`src/rtl/mult_rr_scheduler_if.sv`:
```
// rtl/mult_rr_scheduler_if.sv - requester, result and counter signals of the shared multiplier
// The slave side is the scheduler; the master side holds the requesters and the result consumer.
interface mult_rr_scheduler_if #(
    parameter int WIDTH = 4,
    parameter int CNT_W = 8
);
    logic               req0_valid;
    logic [WIDTH-1:0]   req0_a;
    logic [WIDTH-1:0]   req0_b;
    logic               req0_ready;
    logic               req1_valid;
    logic [WIDTH-1:0]   req1_a;
    logic [WIDTH-1:0]   req1_b;
    logic               req1_ready;
    logic               res_valid;
    logic [2*WIDTH-1:0] res_data;
    logic               res_id;
    logic               res_ready;
    logic [CNT_W-1:0]   cnt0;
    logic [CNT_W-1:0]   cnt1;

    modport master (
        output req0_valid, req0_a, req0_b, req1_valid, req1_a, req1_b, res_ready,
        input  req0_ready, req1_ready, res_valid, res_data, res_id, cnt0, cnt1
    );

    modport slave (
        input  req0_valid, req0_a, req0_b, req1_valid, req1_a, req1_b, res_ready,
        output req0_ready, req1_ready, res_valid, res_data, res_id, cnt0, cnt1
    );
endinterface

```
`src/rtl/mult_rr_scheduler.sv`:
```
// rtl/mult_rr_scheduler.sv - round-robin sharing of one unsigned multiplier between two requesters
// One result slot; a new product may load on the same edge the held one is drained.
module mult_rr_scheduler #(
    parameter int WIDTH = 4,
    parameter int CNT_W = 8
) (
    input  logic                  clk,
    input  logic                  rst_n,
    mult_rr_scheduler_if.slave    bus
);
    localparam int PW = 2 * WIDTH;

    logic             res_valid_q, res_valid_d;
    logic [PW-1:0]    res_data_q, res_data_d;
    logic             res_id_q, res_id_d;
    logic             last_grant_q, last_grant_d;
    logic [CNT_W-1:0] cnt0_q, cnt0_d;
    logic [CNT_W-1:0] cnt1_q, cnt1_d;

    logic          slot_free;
    logic          drain;
    logic          grant0;
    logic          grant1;
    logic [PW-1:0] product;

    always_comb begin
        slot_free = !res_valid_q || bus.res_ready;
        drain     = res_valid_q && bus.res_ready;
        // On a tie the port that did not win last time goes first.
        grant0    = slot_free && bus.req0_valid && (!bus.req1_valid || last_grant_q);
        grant1    = slot_free && bus.req1_valid && (!bus.req0_valid || !last_grant_q);
        product   = grant1 ? PW'(bus.req1_a) * PW'(bus.req1_b)
                           : PW'(bus.req0_a) * PW'(bus.req0_b);
    end

    always_comb begin
        res_valid_d  = res_valid_q;
        res_data_d   = res_data_q;
        res_id_d     = res_id_q;
        last_grant_d = last_grant_q;
        cnt0_d       = cnt0_q;
        cnt1_d       = cnt1_q;
        if (drain) begin
            res_valid_d = 1'b0;
            if (res_id_q) cnt1_d = cnt1_q + CNT_W'(1);
            else          cnt0_d = cnt0_q + CNT_W'(1);
        end
        if (grant0 || grant1) begin
            res_valid_d  = 1'b1;
            res_data_d   = product;
            res_id_d     = grant1;
            last_grant_d = grant1;
        end
    end

    always_ff @(posedge clk or negedge rst_n) begin
        if (!rst_n) begin
            res_valid_q  <= 1'b0;
            res_data_q   <= '0;
            res_id_q     <= 1'b0;
            last_grant_q <= 1'b1;
            cnt0_q       <= '0;
            cnt1_q       <= '0;
        end else begin
            res_valid_q  <= res_valid_d;
            res_data_q   <= res_data_d;
            res_id_q     <= res_id_d;
            last_grant_q <= last_grant_d;
            cnt0_q       <= cnt0_d;
            cnt1_q       <= cnt1_d;
        end
    end

    assign bus.req0_ready = grant0;
    assign bus.req1_ready = grant1;
    assign bus.res_valid  = res_valid_q;
    assign bus.res_data   = res_data_q;
    assign bus.res_id     = res_id_q;
    assign bus.cnt0       = cnt0_q;
    assign bus.cnt1       = cnt1_q;
endmodule

```
`src/flat_wrapper.sv`:
```
// flat-port wrapper written by rule: the top's interface ports become plain ports
module mult_rr_scheduler_flat 
#(
    parameter int WIDTH = 4,
    parameter int CNT_W = 8
)
  (clk, rst_n, bus_req0_valid, bus_req0_a, bus_req0_b, bus_req1_valid, bus_req1_a, bus_req1_b, bus_res_ready, bus_req0_ready, bus_req1_ready, bus_res_valid, bus_res_data, bus_res_id, bus_cnt0, bus_cnt1);
  mult_rr_scheduler_if #(.WIDTH(WIDTH), .CNT_W(CNT_W)) bus_i ();
  input  logic clk;
  input  logic rst_n;
  input wire logic [$bits(bus_i.req0_valid)-1:0] bus_req0_valid;
  input wire logic [$bits(bus_i.req0_a)-1:0] bus_req0_a;
  input wire logic [$bits(bus_i.req0_b)-1:0] bus_req0_b;
  input wire logic [$bits(bus_i.req1_valid)-1:0] bus_req1_valid;
  input wire logic [$bits(bus_i.req1_a)-1:0] bus_req1_a;
  input wire logic [$bits(bus_i.req1_b)-1:0] bus_req1_b;
  input wire logic [$bits(bus_i.res_ready)-1:0] bus_res_ready;
  output wire logic [$bits(bus_i.req0_ready)-1:0] bus_req0_ready;
  output wire logic [$bits(bus_i.req1_ready)-1:0] bus_req1_ready;
  output wire logic [$bits(bus_i.res_valid)-1:0] bus_res_valid;
  output wire logic [$bits(bus_i.res_data)-1:0] bus_res_data;
  output wire logic [$bits(bus_i.res_id)-1:0] bus_res_id;
  output wire logic [$bits(bus_i.cnt0)-1:0] bus_cnt0;
  output wire logic [$bits(bus_i.cnt1)-1:0] bus_cnt1;
  assign bus_i.req0_valid = bus_req0_valid;
  assign bus_i.req0_a = bus_req0_a;
  assign bus_i.req0_b = bus_req0_b;
  assign bus_i.req1_valid = bus_req1_valid;
  assign bus_i.req1_a = bus_req1_a;
  assign bus_i.req1_b = bus_req1_b;
  assign bus_i.res_ready = bus_res_ready;
  assign bus_req0_ready = bus_i.req0_ready;
  assign bus_req1_ready = bus_i.req1_ready;
  assign bus_res_valid = bus_i.res_valid;
  assign bus_res_data = bus_i.res_data;
  assign bus_res_id = bus_i.res_id;
  assign bus_cnt0 = bus_i.cnt0;
  assign bus_cnt1 = bus_i.cnt1;
  mult_rr_scheduler #(.WIDTH(WIDTH), .CNT_W(CNT_W)) u_core (.clk(clk), .rst_n(rst_n), .bus(bus_i));
endmodule
```
`config.mk`:
```
export PLATFORM = sky130hd
export DESIGN_NAME = mult_rr_scheduler_flat
export DESIGN_NICKNAME = d
export VERILOG_FILES = /design/src/rtl/mult_rr_scheduler_if.sv /design/src/rtl/mult_rr_scheduler.sv /design/src/flat_wrapper.sv
export SDC_FILE = /design/constraint.sdc
export NUM_CORES = 1
export LEC_CHECK = 0
export CORE_MARGIN = 2
export CORE_UTILIZATION = 45
export DETAILED_ROUTE_END_ITERATION = 7
export GPL_ROUTABILITY_DRIVEN = 0
export HOLD_SLACK_MARGIN = 0.08
export PLACE_DENSITY_LB_ADDON = 0.05
export SETUP_SLACK_MARGIN = 0.05
export SYNTH_ARGS = -nofsm -noshare
export SYNTH_HDL_FRONTEND = slang
export SYNTH_SLANG_ARGS = --single-unit
```
`constraint.sdc`:
```
create_clock -name clk -period 1.2 [get_ports clk]
set_input_delay 0.3 -clock clk [delete_from_list [all_inputs] [get_ports clk]]
set_output_delay 0.3 -clock clk [all_outputs]
set_load 0.03 [all_outputs]
```
Yosys cells after proc, flatten, opt, wreduce, memory -nomap -nowiden
Index checks and enable logic that the tools add are counted.

storage, ports and cells
  bits of input ports = 21
  flip-flop bits (word level) = 27

operators by class
  reduce and logical (&&, ||, !) cells = 16
  bitwise gates (word level) = 1
  multiplexer cells = 3
  multipliers = 2
  add/sub/neg operators = 2

operators with widths
  kind                                         number
  adder 8 x 1 -> 8 bit, second input constant  2
  multiplier 4 x 4 -> 8 bit                    2
  2-to-1 mux 8 bit                             1
  logical AND 1 bit                            5
  logical NOT 1 bit                            4
  logical OR 1 bit                             4
  AND reduction 2 bit                          2
  2-to-1 mux 1 bit                             2
  nonzero test 2 bit                           1
  NOT 1 bit                                    1

Logic depth before layout (Yosys ltp)
Gate-level depths: netlist of the first run.

  depth in word-level cells = 6
  gate-level depth with buffers = 10
  depth with buffers taken out = 10

Worst setup path after synthesis of the first run
OpenSTA, ideal clock, no wires.

  kind = input -> register
  from = input port bus_req0_a[0]
  to = register u_core.res_data_q[7], in the netlist u_core.bus.res_data[7]
  data arrival time = 2.594 ns
  cell stages on the path = 10
  data required time = 1.121 ns
  path slack = -1.474 ns
  setup time = 0.079 ns
  cells stage by stage = nand2_1 > fa_1 > inv_1 > fa_1 > ha_1 > a211oi_1 > o21bai_1 > a21oi_1 > mux2i_1 > a2bb2oi_1

on the way
  cells in the longest elaborated chain, start to end = 2

RTL lines
  item                       RTL line                 RTL
  start, declared            flat_wrapper.sv:12       input wire logic [$bits(bus_i.req0_a)-1:0] bus_req0_a;
  multiplier 4 x 4 -> 8 bit  mult_rr_scheduler.sv:33  : PW'(bus.req0_a) * PW'(bus.req0_b);
  2-to-1 mux 8 bit           mult_rr_scheduler.sv:32  product = grant1 ? PW'(bus.req1_a) * PW'(bus.req1_b)
  end signal, assigned       mult_rr_scheduler.sv:66  res_data_q <= res_data_d;
  end, declared              mult_rr_scheduler.sv:14  logic [PW-1:0] res_data_q, res_data_d;

Every way passes these cells.
A chain may end at the register's enable or synchronous reset.

Worst setup path in the final report of the first run
  from = input port bus_req1_a[2]
  to = register u_core.res_data_q[7], in the netlist u_core.bus.res_data[7]

on the way
  cells in the longest elaborated chain, start to end = 2

RTL lines
  item                       RTL line                 RTL
  start, declared            flat_wrapper.sv:15       input wire logic [$bits(bus_i.req1_a)-1:0] bus_req1_a;
  multiplier 4 x 4 -> 8 bit  mult_rr_scheduler.sv:32
  2-to-1 mux 8 bit           mult_rr_scheduler.sv:32

Every way passes these cells.

==> summary.md, run 1 <==
| Metric | Value |
|---|---|
| Critical Path RT | 1370 ps |
| Vias | 1928 |
| Synth unique cells | 32 |
| Main combinational cell family by area after synthesis | adder cells |
| Violation count after the first detailed-route iteration | 58 |
| Sw Share | 0.392 |
| Leakage | 1.78 nW |
| Max Root-Sink Buffers | 2 |
| Area Growth Syn to Fin | 79.1% |
| Gr usage total | 0.219 |
| Post-synth EDFFs | 0 |
| Total power | ~5.0 mW |
| #FFs+latches synth | 27 |
| Clk slew on worst S/H paths | 100 ps |
| IO Port Bufs | 48 |
| Final hold slack | 354 ps |
| Die area | 0.00500 mm² |
| Max Clock Skew | 8.93 ps |
| Worst IR drop on VDD | 905 µV |
| Wire per inst | roughly 14 µm |
| Initial antenna violation count | 0 |
| Gate power share | 0.610 |
| Post-CTS Hold Buffers | 0 |
| CTS tree | built |
| Clk pwr share | 0.103 |
| Sw power | 1.98 mW |
| Nets | 384 |
| Status | complete, but fails checks |
| CTS root buf | clkbuf_8 |
| Worst reg2reg path startpoint | u_core.last_grant_q |
| H-tree depth | 1 |
| Fin. max-slew vios | 0 |
| Final Instance Area | 0.00359 mm² |
| Syn Area/Cell | 10.1 µm² |
| Mapped Cells | 198 |
| Worst skew pair latency | 270 ps |
| Initial Utilization | 0.463 |
| CTS Buf Count | 3 |
| Xor/xnor share of the synthesized area | 0.0874 |
| Share of layout cells above drive strength 1 | 0.588 |
| Die width | around 71 µm |
| WS Path Type | input pin to register |
| Max-Cap Viols | 0 |
| R2r worst-path depth | 7 |
| Overall routed net length | 5.48 mm |
| Hpwl dp | 3.63 mm |
| Relative max-transition margin | 0.847 |
| Synthesized area | 0.00200 mm² |
| Fin crit share | 2.05 |
| Mux cell area share after synthesis | 0.0212 |
| Crit Path Max Fanout | 2 |
| Final hold vios | 0 |
| Vias per inst | 5.07 |
| CP endpoint | u_core.bus.res_data[7] |
| Area after DPL | 0.00294 mm² |
| Core region area | 0.00432 mm² |
| P_int | 3.06 mW |
| Fmax | 407 MHz |
| Post-Synth Simple-Gate Area | 0.202 |
| Unrepaired setup endpoints after global routing | true |
| Reg2Reg Setup Slack | -240 ps |
| I/O pin count | 49 |
| Violated checks | setup timing |
| Setup crit end kind | register |
| Vias in the first global route | 1956 |
| Slew @ Worst Pin | between 200 and 250 ps |
| Crit Reg-Reg Endpoint | u_core.bus.res_data[7] |
| Post-DRT Antenna Nets | 0 |
| Ys Warns | 0 |
| Finished Core Util | 0.830 |
| Asr flop ratio synth | 1.00 |
| First-pass GRT wire length | 8.89 mm |
| Post-Synth Adder-Cell Area | 0.242 |
| HP Class | input pin to asynchronous set/reset pin |
| Fin worst setup slack | -1260 ps |
| Main synth FF type | dfrtp_1 |
| Mapped Nets | ~250 |
| Setup TNS | -7520 ps |
| Die Ht | 70.7 µm |
| Crit path DAT | 2620 ps |
| Drt drc | 0 |
| Finish-stage setup viols | 20 |
| Final Critical Period | around 2500 ps |
| Compound-Gate Fraction of Synth Area | 0.0893 |
| Worst setup SP type | input pin |
| CP startpoint | bus_req1_a[2] |
| Rows | 24 |
| Largest net degree at the start of global routing | 17 |
| Pwr per Cell Area | 1410 mW/mm² |
| Clk sink count | 27 |
| Ant diodes | 0 |
| Pre-Repair DR Iteration Count | 4 |
| GRT overflow | 0 |
| Power share of the sequential group | 0.287 |
| Sequential share of the synthesized area | 0.338 |
## final cells by class
cell class / instances / area (µm²)
well taps: 52 / 65.1
clock buffers: 4 / 45.0
multi-input cells: 162 / 1590
flip-flops and latches: 27 / 687
fillers: 252 / 737
repair buffers: 129 / 1170
inverters: 6 / 32.5
## flip-flops by register name (all words and copies together) (netlist names)
| register | cells |
|---|---|
| u_core.bus.res_valid | 1 |
| u_core.bus.cnt0 | 8 |
| u_core.bus.cnt1 | 8 |
| u_core.bus.res_id | 1 |
| u_core.last_grant_q | 1 |
| u_core.bus.res_data | 8 |
## power groups by stage
stage | sequential, mW | clock, mW | combinational, mW
CTS | 1.42 | 0.535 | 2.82
floorplan | 1.98 | 0 | 0.816
global placement | 1.52 | 0 | 2.13
global route | 1.48 | 0.555 | 3.30
finish | 1.45 | 0.519 | 3.08
detailed placement | 1.52 | 0 | 2.17
## cell usage after synthesis (2+ instances only)
| cell type | count | area share |
|---|---|---|
| o21ai_1 | 2 | 0.0050 |
| o21bai_1 | 2 | 0.0075 |
| and2_1 | 24 | 0.075 |
| fa_1 | 8 | 0.080 |
| buf_2 | 2 | 0.0050 |
| nor2_1 | 5 | 0.0094 |
| xnor2_1 | 13 | 0.057 |
| a21oi_1 | 10 | 0.025 |
| nand2b_1 | 3 | 0.0094 |
| nand4_1 | 4 | 0.012 |
| a31oi_1 | 3 | 0.0094 |
| inv_1 | 4 | 0.0075 |
| nand3_1 | 4 | 0.010 |
| a21o_1 | 4 | 0.015 |
| mux2i_1 | 2 | 0.010 |
| o21ai_0 | 2 | 0.0050 |
| mux2_1 | 2 | 0.011 |
| ha_1 | 26 | 0.16 |
| xor2_1 | 7 | 0.031 |
| nand3_2 | 2 | 0.010 |
| and4_4 | 2 | 0.011 |
| dfrtp_1 | 26 | 0.32 |
| a211oi_1 | 3 | 0.011 |
| nand2_1 | 26 | 0.049 |
| and3_1 | 4 | 0.012 |
| inv_2 | 2 | 0.0037 |
## through the flow
stage	worst slack [ps]	cells
2_1_floorplan	-1290	198
3_3_place_gp	-2000	336
3_5_place_dp	-2100	336
4_1_cts	-1280	367
5_1_grt	-1340	380
6_report	-1260	380
## critical path, stage by stage
cell and delay (ps):
buf_8 80, nand2_4 40, fa_1 520, inv_1 50
fa_1 470, ha_1 330, a211oi_2 230, o21bai_1 90
a21oi_1 190, xor2_1 220, a2bb2oi_1 90
## logic make-up (layout without fill, tap and decap cells)
| group | Yosys count | count (layout) |
|---|---|---|
| and+or+nand+nor | 75 | 75 |
| DFF | 27 | 27 |
| buffers and inverters | 9 | 139 |
| AOI/OAI and AO/OA | 29 | 29 |
| xor gates and xnor gates | 20 | 20 |
| adders and majority gates | 34 | 34 |
| muxes | 4 | 4 |
## how the worst min path moves through the flow
| stage | start | endpoint | depth (start not counted) |
|---|---|---|---|
| 2_1_floorplan | rst_n | u_core.bus.cnt0[0] | 0 |
| 3_3_place_gp | u_core.last_grant_q | u_core.last_grant_q | 2 |
| 3_5_place_dp | u_core.bus.cnt0[7] | u_core.bus.cnt0[7] | 1 |
| 4_1_cts | rst_n | u_core.bus.cnt1[4] | 2 |
| 5_1_grt | rst_n | u_core.bus.cnt1[4] | 2 |
| 6_report | rst_n | u_core.bus.cnt1[4] | 2 |
## timing repair
item	in CTS	in global routing
setup endpoints to repair	48	46
resized for setup	114	24
setup buffers	27	13
pin swaps	39	20
## cell usage in the layout (no fill, tap or decap), types with 7 or more instances in the layout
cell type  instances
xnor2_1           12
nand2_2           11
and2_4             7
nand2_1           12
xor2_1             7
buf_6             44
dfrtp_1           18
and2_1            17
ha_4               8
dfrtp_2            8
ha_1              17
buf_4             70
## metal layers
layer	wire (µm)	GRT usage
met1	2460	0.297
met4	71	0.0587
met5	0	0
met2	2740	0.373
met3	211	0.0256
No activity file was read; power rests on OpenSTA's default activity.
==> run 2: changes to the inputs <==
==> constraint.sdc (replaced) <==
create_clock -name clk -period 1.2 [get_ports clk]
set_input_delay 0.12 -clock clk [delete_from_list [all_inputs] [get_ports clk]]
set_output_delay 0.12 -clock clk [all_outputs]
set_load 0.03 [all_outputs]
==> summary.md, run 2 (synthesis gave the netlist of run 1 again) <==
| Metric | Value |
|---|---|
| Fin worst setup slack | -1030 ps |
| Worst reg2reg path startpoint | u_core.last_grant_q |
| Fin. max-slew vios | 0 |
| Initial Utilization | 0.463 |
| Slowest CP cell | fa_1 |
| Largest net degree at the start of global routing | 28 |
| Final hold vios | 0 |
| Die Ht | 70.7 µm |
| Final hold slack | 197 ps |
| Max Clock Skew | 1.58 ps |
| Met1 WL | 2.18 mm |
| CTS Buf Count | 3 |
| Initial antenna violation count | 0 |
| Wire per inst | 13.8 µm |
| HP Class | input pin to asynchronous set/reset pin |
| Core region area | 0.00432 mm² |
| Die area | 0.00500 mm² |
| Crit Path Max Fanout | 2 |
| Crit Reg-Reg Endpoint | u_core.bus.res_data[6] |
| Relative max-transition margin | 0.839 |
| Worst IR drop on VDD | 883 µV |
| Hpwl dp | 3.65 mm |
| Slew @ Worst Pin | 240 ps |
| Vias | 1825 |
| Rows | 24 |
| Final Instance Area | ~0.0034 mm² |
| WS Path Type | input pin to register |
| Placement Setup Slack | -1880 ps |
| Layout Cells excl Fill | between 300 and 400 |
| CP peak stage delay | 540 ps |
| Nets | 363 |
| Clk slew on worst S/H paths | about 90 ps |
| Pwr per Cell Area | between 1000 and 1500 mW/mm² |
| Vias in the first global route | 1941 |
| Gr usage total | 0.216 |
| Leakage | 1.62 nW |
| Vias per inst | 5.08 |
| Die width | between 70 and 80 µm |
| Fmax | 449 MHz |
| I/O pin count | 49 |
| Finished Core Util | 0.778 |
| Setup crit end kind | register |
| GRT overflow | 0 |
| Crit path DAT | 2400 ps |
| Met2 WL | between 2 and 2.5 mm |
| First-pass GRT wire length | around 8.7 mm |
| Max-Cap Viols | 0 |
| Share of layout cells above drive strength 1 | 0.570 |
| Ant diodes | 0 |
| Max Used Layer | met4 |
| Placed cells | 344 |
| Final Critical Period | 2230 ps |
| Finish-stage setup viols | 12 |
| Area Growth Syn to Fin | 68.0% |
| Critical Path RT | 1370 ps |
| Worst skew pair latency | 280 ps |
| Violated checks | setup timing |
| Violation count after the first detailed-route iteration | 97 |
| Clk sink count | 27 |
| CP cell instances | buf_8 -> nand2_8 -> fa_1 -> inv_2 -> fa_2 -> buf_6 -> fa_2 -> buf_4 -> buf_6 -> xnor2_2 -> nor2_1 -> a21oi_1 -> o21ai_1 |
| R2r worst-path depth | 6 |
| Max Root-Sink Buffers | 2 |
| Status | complete, but fails checks |
| Pre-Repair DR Iteration Count | 4 |
| H-tree depth | 1 |
| Reg2Reg Setup Slack | -220 ps |
| Drt drc | 0 |
| Commonest non-fill, non-tap cell in the layout | buf_4 |
| Fin crit share | 1.86 |
| Overall routed net length | about 4.9 mm |
| Unrepaired setup endpoints after global routing | true |
| Worst setup SP type | input pin |
| Post-DRT Antenna Nets | 0 |
| Area after DPL | approximately 0.0030 mm² |
| CTS tree | built |
| CTS root buf | clkbuf_8 |
| Met3 Routed Length | 254 µm |
| Most frequent cells in the layout | 56 x buf_4, 18 x dfrtp_1, 17 x and2_1 |
| IO Port Bufs | 48 |
==> run 2: cell types whose count changed in the layout (fill, tap and decap cells not counted), sizes merged <==
| cell | change |
|---|---|
| clkdlybuf4s15 | +11 |
| dlygate4sd2 | -3 |
| clkbuf | +6 |
| clkdlybuf4s50 | +2 |
| dlymetal6s2s | +1 |
| buf | -38 |
==> run 2: repair_timing <==
action | in CTS | in global routing
gates resized for setup | 146 | 22
hold buffers | 0 | 0
pin swaps | 42 | 21
setup endpoints to repair | 36 | 31
buffers inserted | 10 | 2
==> run 2: power breakdown <==
group	internal [mW]	total (mW)	switching, mW
clock network	0.239	0.527	0.288
logic	1.27	2.62	1.35
registers	1.20	1.41	0.215
==> run 2: worst max path at each step <==
stage | end | slack (ps) | from
3_5_place_dp | u_core.bus.res_data[7] | -1880 | bus_req0_a[2]
3_3_place_gp | u_core.bus.res_data[7] | -1810 | bus_req0_a[2]
5_1_grt | u_core.bus.res_data[6] | -1100 | bus_req0_a[2]
2_1_floorplan | u_core.bus.res_data[7] | -1110 | bus_req0_b[1]
6_report | u_core.bus.res_data[4] | -1030 | bus_req0_a[2]
4_1_cts | u_core.bus.res_data[6] | -1060 | bus_req0_a[2]
==> run 2: routing by layer <==
layer | track usage | vias to the layer above
met2 | 0.379 | 39
met4 | 0.0566 | 0
met5 | 0 | -
li1 | - | 898
met1 | 0.285 | 883
met3 | 0.0242 | 5
==> run 2: area by class of cell <==
cell class / count / area (µm²)
Fill cell: 307 / 958
Clock buffer: 4 / 45.0
Tap cell: 52 / 65.1
Sequential cell: 27 / 687
Multi-Input combinational cell: 162 / 1610
Inverter: 6 / 32.5
Timing Repair Buffer: 108 / 923
==> run 2: through the flow <==
step | total power [mW] | setup TNS [ps]
2_1_floorplan | 2.79 | -5710
3_3_place_gp | 3.82 | -12790
3_5_place_dp | 3.87 | -12990
4_1_cts | 4.57 | -5610
5_1_grt | 4.86 | -6640
6_report | 4.56 | -5660
==> run 2: worst max-delay path: cells and delay by family <==
family	cells	cell delay [ps]
and+or+nand+nor	2	100
buffers and inverters	5	520
xor gates and xnor gates	1	110
adders and majority gates	3	1340
AOI/OAI and AO/OA	2	210
==> run 3: changes to the inputs <==
Settings changed: ABC_AREA from default to 1, CORE_UTILIZATION 45 to 46.
==> summary.md, run 3 <==
| Metric | Value |
|---|---|
| Status | complete, but fails checks |
| Violated checks | setup timing |
| Overall routed net length | 5.93 mm |
| Final hold slack | 197 ps |
| Relative max-transition margin | 0.798 |
| Layout Cells excl Fill | between 400 and 500 |
| Area Growth Syn to Fin | 72.5% |
| Finish-stage setup viols | 21 |
| Asr flop ratio synth | 1.00 |
| Synth unique cells | 25 |
| Fmax | 494 MHz |
| Worst skew pair latency | 280 ps |
| Rows | 25 |
| Violation count after the first detailed-route iteration | 67 |
| Fin worst setup slack | -826 ps |
| GRT overflow | 0 |
| Pre-Repair DR Iteration Count | 4 |
| Mapped Cells | 276 |
| Top cells by area, synth | dfrtp_1 30%, ha_1 15%, nand2_1 14% |
| First-pass GRT wire length | 9.74 mm |
| Die Ht | 73.1 µm |
| Wire per inst | 13.2 µm |
| Post-DRT Antenna Nets | 0 |
| Placement Setup Slack | -1670 ps |
| Fin crit share | 1.69 |
| CP cell instances | buf_8 -> nand2_4 -> fa_1 -> inv_1 -> fa_2 -> ha_4 -> nand3_1 -> nand3_1 -> nand2_1 -> nand2_1 -> o21ai_2 -> nand2_1 -> nand2_1 |
| Vias in the first global route | 2225 |
| WS Path Type | input pin to register |
| Unrepaired setup endpoints after global routing | true |
| Core region area | 0.00466 mm² |
| Post-synth EDFFs | 0 |
| Syn Area/Cell | 7.95 µm² |
| I/O pin count | 49 |
| Mapped Nets | approximately 330 |
| Vias per inst | approximately 4.8 |
| Final Instance Area | roughly 0.0038 mm² |
| Synthesized area | 0.00219 mm² |
| Ys Warns | 0 |
| Final hold vios | 0 |
| Area after DPL | around 0.0033 mm² |
| Nets | 450 |
| Leading area contributor after synthesis | dfrtp_1 |
| Crit Path Max Fanout | 3 |
| Clk slew on worst S/H paths | 90 ps |
| H-tree depth | 1 |
| Critical Path RT | about 1400 ps |
| Sequential share of the synthesized area | 0.308 |
| CTS root buf | clkbuf_8 |
| Placed cells | between 400 and 500 |
| Gr usage total | 0.230 |
| Main synth FF type | dfrtp_1 |
| #FFs+latches synth | 27 |
| Crit path DAT | 2250 ps |
| Pwr per Cell Area | 1420 mW/mm² |
| Die width | 73.1 µm |
| Drt drc | 0 |
| Post-CTS Hold Buffers | 0 |
| Initial antenna violation count | 0 |
| CP Buf/Inv Count | 2 |
| IO Port Bufs | 48 |
| Ant diodes | 0 |
| Top-count cell post-synth | nand2_1 |
| Die area | 0.00534 mm² |
| Most frequent cells in the layout | 61 x nand2_1, 51 x buf_4, 43 x inv_1 |
| Max Clock Skew | 5.19 ps |
| Slowest CP cell | fa_2 |
| Storage cell area | roughly 690 µm² |
| Max-Cap Viols | 0 |
| Setup crit end kind | register |
| Reg2Reg Setup Slack | -200 ps |
| Worst IR drop on VDD | 653 µV |
| CTS Buf Count | 3 |
| Synth top cells by count | 79 x nand2_1, 52 x inv_1, 26 x dfrtp_1, 26 x ha_1, 16 x nand3_1 |
| Worst setup SP type | input pin |
| CTS tree | built |
| Max Root-Sink Buffers | 2 |
| Leakage | between 2 and 2.5 nW |
| Vias | 2171 |
| Multi-input logic area | 0.00173 mm² |
| Fin. max-slew vios | 0 |
| Hpwl dp | 4.10 mm |
| Final Critical Period | 2030 ps |
| Share of layout cells above drive strength 1 | 0.523 |
| CP dominant cell by count | nand2_1 |
| Setup TNS | -5200 ps |
| Commonest non-fill, non-tap cell in the layout | nand2_1 |
| CP peak stage delay | 570 ps |
| Clk sink count | 27 |
| Fill cell count | 288 |
| Synth top area share | 0.296 |
| Crit path max-delay family | adder cells |
| Slew @ Worst Pin | 303 ps |
| Initial Utilization | 0.471 |
| HP Class | input pin to asynchronous set/reset pin |
| Largest net degree at the start of global routing | 28 |
-- run 3: changes by cell type after synthesis, sizes merged, moves of 7 or more --
cell | before | now
nand2 | 26 | 81
inv | 6 | 54
and2 | 24 | 0
nand3 | 6 | 21
nor2 | 6 | 15
xnor2 | 13 | 4
o21ai | 4 | 11
-- run 3: metrics by stage --
| stage | utilization | total power [mW] |
|---|---|---|
| after floorplan | - | 3.14 |
| after global placement | 0.706 | 4.36 |
| after detailed placement | 0.706 | 4.43 |
| after CTS | 0.791 | 5.24 |
| after global routing | 0.812 | 5.73 |
| final | 0.812 | 5.38 |
-- run 3: cell families after synthesis --
logic type,after synthesis,share of synthesized area
mux,1,0.00513
flops,27,0.308
compound gates,22,0.0564
simple gates,124,0.259
fa+ha+maj,34,0.221
xor+xnor,13,0.0519
buf+inv,55,0.0975
-- run 3: path summary, 6_finish.rpt --
| check | start | cells after the start | endpoint |
|---|---|---|---|
| setup / recovery | bus_req0_b[2] | 13 | u_core.bus.res_data[5] |
| hold / removal | rst_n | 2 | u_core.bus.cnt0[6] |
| setup reg to reg | u_core.last_grant_q | 6 | u_core.bus.res_data[6] |
| hold reg to reg | u_core.bus.cnt0[7] | 1 | u_core.bus.cnt0[7] |
| max in group asynchronous | rst_n | 2 | u_core.last_grant_q |
| min in group clk | bus_req1_a[0] | 6 | u_core.bus.res_data[0] |
-- run 3: per-layer routing --
layer / GRT usage / routed length (µm) / vias up
met4: 0.0720 / 122 / 0
met1: 0.290 / 2570 / 1013
li1: - / - / 1100
met3: 0.0152 / 189 / 10
met5: 0 / 0 / -
met2: 0.415 / 3050 / 48
-- run 3: layout make-up --
type | count | share of cell area
clock buffer | 3 | 0.0109
timing repair buffer | 115 | 0.275
multi-input combinational | 194 | 0.458
sequential | 27 | 0.181
inverter | 54 | 0.0555
tap | 54 | 0.0178
clock inverter | 1 | 0.00132
-- run 3: power breakdown --
group | switching (mW) | leakage, nW | internal, mW
sequential | 0.305 | 0.312 | 1.25
clock | 0.287 | 0.0255 | 0.233
combinational | 1.81 | 1.69 | 1.49
-- run 3: timing repair --
item                                    CTS  global route
endpoints found under the setup margin   41            41
pin swaps                                45            32
hold endpoints to repair                  0             0
setup buffers                            13             5
gates resized for setup                 158            47
-- run 3: worst register-to-register path, cell delays in order (launching register included) --
cell and delay, ps:
dfstp_2 570, nand2_2 80, nand3_4 120, buf_12 120, o21ai_4 70, or2_0 190, a21boi_2 150
